`src/rtl/overdrive_stage_if.sv`:
```
`default_nettype none
// ============================================================================
// Module      : overdrive_stage_if
// Description : Sample stream, configuration and metering bundle for the
//               overdrive waveshaping stage.
// Revision    : 1.0 - initial release
// ============================================================================
interface overdrive_stage_if #(
   parameter int DATA_W = 32,
   parameter int GAIN_W = 8,
   parameter int CNT_W  = 16
);
   logic                     in_valid;
   logic signed [DATA_W-1:0] in_sample;
   logic                     cfg_load;
   logic [1:0]               cfg_mode;
   logic [DATA_W-2:0]        cfg_pos_thr;
   logic [DATA_W-2:0]        cfg_neg_thr;
   logic [GAIN_W-1:0]        cfg_gain;
   logic                     clr_count;
   logic                     out_valid;
   logic signed [DATA_W-1:0] out_sample;
   logic                     clip_active;
   logic                     cfg_pending;
   logic [CNT_W-1:0]         clip_count;

   // Upstream side: sample source and control/UI agent
   modport master (
      output in_valid, in_sample, cfg_load, cfg_mode, cfg_pos_thr,
             cfg_neg_thr, cfg_gain, clr_count,
      input  out_valid, out_sample, clip_active, cfg_pending, clip_count
   );

   // Waveshaper side
   modport slave (
      input  in_valid, in_sample, cfg_load, cfg_mode, cfg_pos_thr,
             cfg_neg_thr, cfg_gain, clr_count,
      output out_valid, out_sample, clip_active, cfg_pending, clip_count
   );
endinterface
`default_nettype wire

```
`src/rtl/overdrive_stage.sv`:
```
`default_nettype none
// ============================================================================
// Module      : overdrive_stage
// Description : 3-cycle pipelined waveshaper (bypass / compress / overdrive /
//               half-wave overdrive) with zero-crossing config commit and a
//               saturating clip-event counter.
// Revision    : 1.0 - initial release
// ============================================================================
module overdrive_stage #(
   parameter int DATA_W  = 32,
   parameter int GAIN_W  = 8,
   parameter int CNT_W   = 16,
   parameter int TIMEOUT = 256
) (
   input  logic                clk,
   input  logic                reset,
   overdrive_stage_if.slave    bus
);
   localparam int PW = DATA_W + GAIN_W + 1;
   localparam int TW = (TIMEOUT > 1) ? $clog2(TIMEOUT) : 1;
   localparam logic [TW-1:0] c_tmax = TW'(TIMEOUT - 1);

   typedef enum logic [0:0] {ST_IDLE = 1'b0, ST_PENDING = 1'b1} state_t;

   state_t                   r_state, w_state_nxt;
   logic [TW-1:0]            r_tcnt, w_tcnt_nxt;
   logic                     r_last_sign;
   logic                     w_commit, w_cross;

   // Active and shadow configuration
   logic [1:0]               r_act_mode, r_shd_mode;
   logic [DATA_W-2:0]        r_act_pos, r_shd_pos, r_act_neg, r_shd_neg;
   logic [GAIN_W-1:0]        r_act_gain, r_shd_gain;

   // Config seen by the sample entering stage 1 (new config on commit)
   logic [1:0]               w_mode;
   logic [DATA_W-2:0]        w_pos, w_neg;
   logic [GAIN_W-1:0]        w_gain;
   logic signed [PW-1:0]     w_prod_a, w_prod_b, w_prod;

   // Pipeline registers
   logic                     r1_valid, r2_valid, r3_valid;
   logic signed [PW-1:0]     r1_prod;
   logic [1:0]               r1_mode, r2_mode;
   logic [DATA_W-2:0]        r1_pos, r1_neg, r2_pos, r2_neg;
   logic signed [DATA_W-1:0] r2_x, r3_sample;
   logic                     r3_clip;
   logic [CNT_W-1:0]         r_cnt;

   logic signed [PW-1:0]     w_shift, w_max, w_min;
   logic signed [DATA_W-1:0] w_sat, w_pos_lim, w_neg_lim, w_clip_val;
   logic                     w_clip;

   assign w_cross = (bus.in_sample[DATA_W-1] != r_last_sign) || (bus.in_sample == '0);

   // Config FSM state, timeout counter and last-sign tracking
   always_ff @(posedge clk) begin
      if (reset) begin
         r_state     <= ST_IDLE;
         r_tcnt      <= '0;
         r_last_sign <= 1'b0;
      end else begin
         r_state <= w_state_nxt;
         r_tcnt  <= w_tcnt_nxt;
         if (bus.in_valid) r_last_sign <= bus.in_sample[DATA_W-1];
      end
   end

   // Next state: cfg_load beats any same-cycle crossing or timeout
   always_comb begin
      w_state_nxt = r_state;
      w_tcnt_nxt  = r_tcnt;
      w_commit    = 1'b0;
      case (r_state)
         ST_IDLE: begin
            if (bus.cfg_load) begin
               w_state_nxt = ST_PENDING;
               w_tcnt_nxt  = '0;
            end
         end
         ST_PENDING: begin
            if (bus.cfg_load) begin
               w_tcnt_nxt = '0;
            end else if (bus.in_valid) begin
               if (w_cross || (r_tcnt == c_tmax)) begin
                  w_commit    = 1'b1;
                  w_state_nxt = ST_IDLE;
                  w_tcnt_nxt  = '0;
               end else begin
                  w_tcnt_nxt = r_tcnt + TW'(1);
               end
            end
         end
         default: w_state_nxt = ST_IDLE;
      endcase
   end

   // Shadow capture on load, shadow-to-active copy on commit
   always_ff @(posedge clk) begin
      if (reset) begin
         r_shd_mode <= 2'd0;   r_act_mode <= 2'd0;
         r_shd_pos  <= '1;     r_act_pos  <= '1;
         r_shd_neg  <= '1;     r_act_neg  <= '1;
         r_shd_gain <= GAIN_W'(16);
         r_act_gain <= GAIN_W'(16);
      end else begin
         if (bus.cfg_load) begin
            r_shd_mode <= bus.cfg_mode;
            r_shd_pos  <= bus.cfg_pos_thr;
            r_shd_neg  <= bus.cfg_neg_thr;
            r_shd_gain <= bus.cfg_gain;
         end
         if (w_commit) begin
            r_act_mode <= r_shd_mode;
            r_act_pos  <= r_shd_pos;
            r_act_neg  <= r_shd_neg;
            r_act_gain <= r_shd_gain;
         end
      end
   end

   assign w_mode   = w_commit ? r_shd_mode : r_act_mode;
   assign w_pos    = w_commit ? r_shd_pos  : r_act_pos;
   assign w_neg    = w_commit ? r_shd_neg  : r_act_neg;
   assign w_gain   = w_commit ? r_shd_gain : r_act_gain;
   assign w_prod_a = PW'(bus.in_sample);
   assign w_prod_b = PW'($signed({1'b0, w_gain}));
   assign w_prod   = w_mode[1] ? (w_prod_a * w_prod_b) : w_prod_a;

   // Stage 2 datapath: undo gain fraction, saturate to sample width
   assign w_shift = r1_mode[1] ? (r1_prod >>> 4) : r1_prod;
   assign w_max   = PW'({1'b0, {(DATA_W-1){1'b1}}});
   assign w_min   = ~w_max;
   assign w_sat   = (w_shift > w_max) ? {1'b0, {(DATA_W-1){1'b1}}} :
                    (w_shift < w_min) ? {1'b1, {(DATA_W-1){1'b0}}} :
                    w_shift[DATA_W-1:0];

   // Stage 3 datapath: threshold clipping
   assign w_pos_lim = $signed({1'b0, r2_pos});
   assign w_neg_lim = -$signed({1'b0, r2_neg});

   // Clip decision; half-wave mode folds every negative sample to zero
   always_comb begin
      w_clip_val = r2_x;
      w_clip     = 1'b0;
      if (r2_mode != 2'd0) begin
         if (r2_x > w_pos_lim) begin
            w_clip_val = w_pos_lim;
            w_clip     = 1'b1;
         end else if ((r2_mode == 2'd3) && r2_x[DATA_W-1]) begin
            w_clip_val = '0;
            w_clip     = 1'b1;
         end else if (r2_x < w_neg_lim) begin
            w_clip_val = w_neg_lim;
            w_clip     = 1'b1;
         end
      end
   end

   // Three pipeline stages; bubbles ride along as cleared valids
   always_ff @(posedge clk) begin
      if (reset) begin
         r1_valid <= 1'b0; r2_valid <= 1'b0; r3_valid <= 1'b0;
         r1_prod  <= '0;   r1_mode  <= 2'd0; r1_pos <= '1; r1_neg <= '1;
         r2_x     <= '0;   r2_mode  <= 2'd0; r2_pos <= '1; r2_neg <= '1;
         r3_sample <= '0;  r3_clip  <= 1'b0;
      end else begin
         r1_valid <= bus.in_valid;
         r1_prod  <= w_prod;
         r1_mode  <= w_mode;
         r1_pos   <= w_pos;
         r1_neg   <= w_neg;
         r2_valid <= r1_valid;
         r2_x     <= w_sat;
         r2_mode  <= r1_mode;
         r2_pos   <= r1_pos;
         r2_neg   <= r1_neg;
         r3_valid <= r2_valid;
         r3_clip  <= r2_valid & w_clip;
         if (r2_valid) r3_sample <= w_clip_val;
      end
   end

   // Saturating clip-event counter; clear beats increment
   always_ff @(posedge clk) begin
      if (reset || bus.clr_count) begin
         r_cnt <= '0;
      end else if (r2_valid && w_clip && (r_cnt != '1)) begin
         r_cnt <= r_cnt + CNT_W'(1);
      end
   end

   assign bus.out_valid   = r3_valid;
   assign bus.out_sample  = r3_sample;
   assign bus.clip_active = r3_clip;
   assign bus.cfg_pending = (r_state == ST_PENDING);
   assign bus.clip_count  = r_cnt;
endmodule
`default_nettype wire
```
`src/flat_wrapper.sv`:
```
// flat-port wrapper written by rule: the top's interface ports become plain ports
module overdrive_stage_flat 
#(
   parameter int DATA_W  = 32,
   parameter int GAIN_W  = 8,
   parameter int CNT_W   = 16,
   parameter int TIMEOUT = 256
)
  (clk, reset, bus_in_valid, bus_in_sample, bus_cfg_load, bus_cfg_mode, bus_cfg_pos_thr, bus_cfg_neg_thr, bus_cfg_gain, bus_clr_count, bus_out_valid, bus_out_sample, bus_clip_active, bus_cfg_pending, bus_clip_count);
  overdrive_stage_if #(.DATA_W(DATA_W), .GAIN_W(GAIN_W), .CNT_W(CNT_W)) bus_i ();
  input  logic clk;
  input  logic reset;
  input wire logic [$bits(bus_i.in_valid)-1:0] bus_in_valid;
  input wire logic [$bits(bus_i.in_sample)-1:0] bus_in_sample;
  input wire logic [$bits(bus_i.cfg_load)-1:0] bus_cfg_load;
  input wire logic [$bits(bus_i.cfg_mode)-1:0] bus_cfg_mode;
  input wire logic [$bits(bus_i.cfg_pos_thr)-1:0] bus_cfg_pos_thr;
  input wire logic [$bits(bus_i.cfg_neg_thr)-1:0] bus_cfg_neg_thr;
  input wire logic [$bits(bus_i.cfg_gain)-1:0] bus_cfg_gain;
  input wire logic [$bits(bus_i.clr_count)-1:0] bus_clr_count;
  output wire logic [$bits(bus_i.out_valid)-1:0] bus_out_valid;
  output wire logic [$bits(bus_i.out_sample)-1:0] bus_out_sample;
  output wire logic [$bits(bus_i.clip_active)-1:0] bus_clip_active;
  output wire logic [$bits(bus_i.cfg_pending)-1:0] bus_cfg_pending;
  output wire logic [$bits(bus_i.clip_count)-1:0] bus_clip_count;
  assign bus_i.in_valid = bus_in_valid;
  assign bus_i.in_sample = bus_in_sample;
  assign bus_i.cfg_load = bus_cfg_load;
  assign bus_i.cfg_mode = bus_cfg_mode;
  assign bus_i.cfg_pos_thr = bus_cfg_pos_thr;
  assign bus_i.cfg_neg_thr = bus_cfg_neg_thr;
  assign bus_i.cfg_gain = bus_cfg_gain;
  assign bus_i.clr_count = bus_clr_count;
  assign bus_out_valid = bus_i.out_valid;
  assign bus_out_sample = bus_i.out_sample;
  assign bus_clip_active = bus_i.clip_active;
  assign bus_cfg_pending = bus_i.cfg_pending;
  assign bus_clip_count = bus_i.clip_count;
  overdrive_stage #(.DATA_W(DATA_W), .GAIN_W(GAIN_W), .CNT_W(CNT_W), .TIMEOUT(TIMEOUT)) u_core (.clk(clk), .reset(reset), .bus(bus_i));
endmodule
```
`config.mk`:
```
export PLATFORM = sky130hd
export DESIGN_NAME = overdrive_stage_flat
export DESIGN_NICKNAME = d
export VERILOG_FILES = /design/src/rtl/overdrive_stage_if.sv /design/src/rtl/overdrive_stage.sv /design/src/flat_wrapper.sv
export SDC_FILE = /design/constraint.sdc
export NUM_CORES = 1
export LEC_CHECK = 0
export ABC_CLOCK_PERIOD_IN_PS = 11100
export BUFFER_PORTS_ARGS = -buffer_cell sky130_fd_sc_hd__buf_4
export CAP_MARGIN = 10
export CORE_ASPECT_RATIO = 0.8
export CORE_MARGIN = 3
export CORE_UTILIZATION = 43
export CTS_BUF_LIST = sky130_fd_sc_hd__clkbuf_16
export CTS_CLUSTER_SIZE = 8
export DETAILED_ROUTE_END_ITERATION = 8
export GPL_ROUTABILITY_DRIVEN = 0
export PLACE_DENSITY = 0.67
export SYNTH_ARGS = -nofsm -noshare
export SYNTH_HDL_FRONTEND = slang
export SYNTH_SLANG_ARGS = --single-unit
```
`constraint.sdc`:
```
create_clock -name clk -period 11.1 [get_ports clk]
set_input_delay 2.22 -clock clk [delete_from_list [all_inputs] [get_ports clk]]
set_output_delay 2.22 -clock clk [all_outputs]
set_load 0.05 [all_outputs]
```
# --- Word-level counts from Yosys, hierarchy flattened ---
# Cells that the tools add are included.
word_totals:
  elab_cells: 78
  out_inout_bits: 51
  regBits: 343
  in_bits: 109
op_classes:
  n_addsub: 3
  multipliers: 1
  n_eq_ne: 6
  reduce_logical: 10
  bitwise: 2
  mux: 28
  n_lt_le_gt_ge: 4
op_table:
  columns: ["op", "n"]
  rows:
  - ["two-way mux 32 bit", 5]
  - ["greater-than comparator 41 x 32 -> 1 bit, second input constant", 1]
  - ["< comparator 41 x 32 -> 1 bit, second input constant", 1]
  - ["multiplier 32 x 9 -> 41 bit", 1]
  - ["two-way mux 41 bit", 1]
  - ["two-way mux 40 bit", 1]
  - ["two-way mux 8 bit", 5]
  - ["greater-than comparator 32 bit", 1]
  - ["logical NOT 32 bit", 1]
  - ["< comparator 32 bit", 1]
  - ["negator 31 -> 32 bit", 1]
  - ["two-way mux 31 bit", 1]
  - ["adder 16 x 1 -> 16 bit, second input constant", 1]
  - ["inequality test 16 bit, second input constant", 1]
  - ["one-hot mux 8 bit (2 select lines)", 1]
  - ["two-way mux 1 bit", 12]
  - ["adder 8 x 1 -> 8 bit, second input constant", 1]
  - ["== test 8 bit, second input constant", 1]
  - ["logical AND 1 bit", 3]
  - ["logical OR 1 bit", 3]
  - ["inequality test 3 bit, second input constant", 1]
  - ["== test 2 bit, second input constant", 1]
  - ["two-way mux 2 bit", 1]
  - ["inequality test 2 bit, second input constant", 1]
  - ["7 further kinds", 7]

# --- Depth between registers and ports, before layout ---
logic_depth:
  word_depth: 10
  mapped_depth: 30
  mapped_depth_nobuf: 28

# --- Worst setup path after synthesis ---
# No wires, ideal clock.
synth_path:
  path_type: "input to register"
  start: "input port bus_in_sample[7]"
  end: "register u_core.r1_prod[33]"
  t_arrival_ns: 8.293
  path_buffers: 5
  path_stages: 29
  slack_ns: 2.675
  required_time_ns: 10.968
  setup_time_ns: 0.132
  path_cell_list: "clkbuf_1 -> nor4_1 -> nand4_1 -> o21ai_1 -> and2_1 -> clkbuf_1 -> buf_2 -> nand2_1 -> nand2_1 -> clkbuf_1 -> nand2_1 -> fa_1 -> inv_1 -> fa_1 -> fa_1 -> inv_1 -> fa_1 -> inv_1 -> ha_1 -> clkbuf_1 -> and4_1 -> o2bb2ai_1 -> a31o_2 -> o21a_1 -> o31a_1 -> or2_2 -> a31oi_1 -> xor2_1 -> o21ai_0"
synth_via:
  elab_chain_len: 10
  elab_cells_between_ends: 11
  classes_between: "mul (1); mux (7); reduce/logical (3)"
synth_rtl:
  columns: ["element", "line", "source"]
  rows:
  - ["start, declared", "flat_wrapper.sv:14", "input wire logic [$bits(bus_i.in_sample)-1:0] bus_in_sample;"]
  - ["logical NOT 32 bit", "overdrive_stage.sv:54", "assign w_cross = (bus.in_sample[DATA_W-1] != r_last_sign) || (bus.in_sample == '0);"]
  - ["logical OR 1 bit", "overdrive_stage.sv:54", null]
  - ["logical OR 1 bit", "overdrive_stage.sv:85", "if (w_cross || (r_tcnt == c_tmax)) begin"]
  - ["two-way mux 1 bit", "overdrive_stage.sv:85", null]
  - ["two-way mux 1 bit", "overdrive_stage.sv:84", "end else if (bus.in_valid) begin"]
  - ["two-way mux 1 bit", "overdrive_stage.sv:82", "if (bus.cfg_load) begin"]
  - ["two-way mux 1 bit", "overdrive_stage.sv:74", "case (r_state)"]
  - ["two-way mux 8 bit", null, null]
  - ["multiplier 32 x 9 -> 41 bit", "overdrive_stage.sv:128", "assign w_prod = w_mode[1] ? (w_prod_a * w_prod_b) : w_prod_a;"]
  - ["two-way mux 41 bit *", "overdrive_stage.sv:128", null]
  - ["end signal, assigned", "overdrive_stage.sv:169", "r1_prod <= w_prod;"]
  - ["end, declared", "overdrive_stage.sv:43", "logic signed [PW-1:0] r1_prod;"]
# Mark *: on every way between the ends. The rest lies on a longest branch, timed or not.
# A chain may end at the register's enable or synchronous reset.

# --- Worst setup path after layout ---
layout_path:
  start: "input port bus_in_sample[6]"
  end: "register u_core.r1_prod[25]"
# The elaborated chain is that of the path after synthesis.

==> impl_metrics.json <==
{
  "use_met1": 0.3016,
  "pwr-share-comb": 0.153,
  "syn-cell-area_mm2": 0.02356,
  "synth_xor_area_frac": 0.02826,
  "numPortBuffers": 159,
  "cts_tree": "yes",
  "worst_clock_skew_ns": 0.03914,
  "netlist_top_cells_count": "442 x nand2_1, 343 x dfxtp_1, 313 x inv_1",
  "top_usage_layer": "met2",
  "fin_hold_ws_ns": 0.4376,
  "antenna_found_initial": 0,
  "insertion_delay_ns": 0.57,
  "synth_area_leader_cell": "dfxtp_1",
  "tightest_slew_ns": 1.268,
  "final_nets": 3228,
  "via_count": 18690,
  "synth_seq_cells": 343,
  "power_density_mw_per_mm2": 116.3,
  "synth_top_area_frac": 0.2915,
  "p_leak_uw": 0.01264,
  "finalMaxSlewViolations": 0,
  "dr.pass1.iters": 7,
  "syn_area_per_cell_um2": 8.718,
  "postCtsHoldBufs": 0,
  "ys.flop_type": "dfxtp_1",
  "place_hpwl_mm": 46.21,
  "cts_buffers": 48,
  "ys_seq_area_frac": 0.2915,
  "yosysMostFrequentCell": "nand2_1",
  "cts_sinks": 343,
  "use_met3": 0.03892,
  "hold_violations": 0,
  "synthAdderAreaFrac": 0.2463,
  "die_x_um": 267.7,
  "core_mm2": 0.05401,
  "first_iter_violations": 1520,
  "switching_share": 0.2717,
  "grt_max_degree": 112,
  "grt_pass1_vias": 19180,
  "hold_depth": 1,
  "hp-class": "flop to flop",
  "cpMaxStageDelayCell": "nand2_1",
  "power_switching_uw": 836.5,
  "gr-usage-all-layers": 0.2151,
  "cts_setup_buffers": 0,
  "fin_crit_sh": 0.8393,
  "crit_fanout": 27,
  "finish.utilization": 0.4902,
  "placed_cells": 3426,
  "power_uw": 3079,
  "final_antenna_net_count": 0,
  "cp.arrival_ns": 9.79,
  "synth.area.top_cells": "dfxtp_1 29%, fa_1 17%, ha_1 7.8%, nand2_1 7.0%, inv_1 5.0%",
  "ios": 160,
  "synth_edf_count": 0,
  "cap_violations": 0,
  "power.internal_uw": 2242,
  "layout.cells.non_filler": 3478,
  "netlist_instances": 2702,
  "slew-limit-headroom": 0.1537,
  "critPathKind": "input pin to flop",
  "cp.depth": 25,
  "synthSimpleGateAreaFrac": 0.2051,
  "cts_resized": 0,
  "drive_above_1_share": 0.1282,
  "grt_first_pass_wirelength_mm": 101.0,
  "rsz0062_at_grt": "no",
  "peakVddDrop_uv": 102.4,
  "dieHeight_um": 215.3,
  "cts_buffer_depth": 3,
  "fmax_mhz": 107.3,
  "yosys_warnings": 0,
  "critical_path_buf_inv_count": 4,
  "setup_tns_ns": 0,
  "area_delta_synth_final_pct": 12.40,
  "die_area_mm2": 0.05764,
  "end_kind": "flop",
  "status": "finished clean",
  "critical-path-top-delay-family": "simple AND/OR/NAND/NOR gates",
  "syn_nets": 3156,
  "worst-r2r-cell-count": 26,
  "diodes": 0,
  "globalRouteOverflowTotal": 0,
  "async_flop_share": 0,
  "pwr-share-clk": 0.415,
  "drc_errors": 0,
  "start_util": 0.4361,
  "critPathMaxStageDelay_ns": 0.83,
  "grt_use_met2": 0.3388,
  "cts_root_buf": "clkbuf_16",
  "drt-vias-per-instance": 5.373,
  "required_ns": 11.58,
  "seqPwrFrac": 0.432,
  "start_kind": "input pin",
  "wl_mm": 61.59,
  "synthMuxAreaShare": 0.05073,
  "synth_top_family_by_area": "adder cells",
  "clk_pin_slew_ns": 0.06,
  "htree_levels": 2,
  "setup_viol": 0,
  "rows": 76,
  "fin_crit_ns": 9.317,
  "synth_cell_type_count": 72,
  "wl_per_cell_um": 17.71,
  "synth_compound_area_frac": 0.1006
}
flip-flops by register name (all words and copies together), names as in the netlist, 31 cells and up:
register / flops
u_core.r_act_pos: 31
u_core.r_act_neg: 31
u_core.r1_prod: 41
u_core.r2_neg: 31
u_core.r2_x: 32
u_core.r2_pos: 31
u_core.r_shd_pos: 31
u_core.r_shd_neg: 31
u_core.bus.out_sample: 32
layout make-up:
| class | instances | area (um^2) |
|---|---|---|
| multi-input combinational | 1887 | 14920 |
| inverter | 313 | 1177 |
| clock inverter | 4 | 72.57 |
| tap | 702 | 878.3 |
| sequential | 343 | 6867 |
| timing repair buffer | 181 | 1359 |
| clock buffer | 48 | 1201 |
| fill | 5022 | 27540 |
power by group through the flow:
stage	Sequential (uW)	Combinational, uW	Clock, uW
after floorplan	1360	316	0
after global placement	1350	456	0
after detailed placement	1350	469	0
after CTS	1330	473	1310
after global routing	1330	532	1360
final	1330	473	1280
per-layer routing:
layer / vias up / part of all wire
met4: 0 / 0.027
met1: 9047 / 0.46
met2: 622 / 0.45
li1: 8915 / -
met3: 105 / 0.071
met5: - / 0
layout by cell type (no fill, tap or decap), types with 45 or more instances in the layout:
cell,synthesis,final
mux2i_1,82,80
buf_4,1,181
ha_1,147,147
a21oi_1,126,126
or2_2,66,66
fa_1,198,198
dfxtp_1,343,343
clkbuf_16,0,48
nand2_1,442,441
nand3_1,94,94
and2_1,99,98
nor2b_1,76,76
xnor2_1,45,45
inv_1,313,313
nor2_1,96,95
stage by stage:
stage / worst slack [ns] / instance area (um^2)
2_1_floorplan: 2.675 / 23560
3_3_place_gp: 1.446 / 25200
3_5_place_dp: 1.258 / 25200
4_1_cts: 1.802 / 26480
5_1_grt: 1.209 / 26480
6_report: 1.783 / 26480
worst paths after layout:
kind / startpoint / to / slack (ns)
worst min-delay path: u_core.r_act_pos[4] / u_core.r2_pos[4] / 0.44
worst max-delay path: bus_in_sample[6] / u_core.r1_prod[25] / 1.78
worst max register to register: u_core.r_tcnt[0] / u_core.r1_prod[25] / 3.28
worst min register to register: u_core.r_act_pos[4] / u_core.r2_pos[4] / 0.44
worst register-to-register path, delay by kind of cell, from the launching register on:
family,cells,cell delay [ns]
xor gates and xnor gates,1,0.16
buffers and inverters,3,0.15
DFF,1,0.33
AOI/OAI and AO/OA,7,2.08
and+or+nand+nor,9,2.31
adders and majority gates,6,2.69
cell families after synthesis:
logic type                 count (synthesis)
AOI/OAI and AO/OA                        348
DFF                                      343
adders and majority gates                345
xor gates and xnor gates                  76
muxes                                    115
and+or+nand+nor                         1003
buffers and inverters                    472
Power figures use the tool's default switching activity.
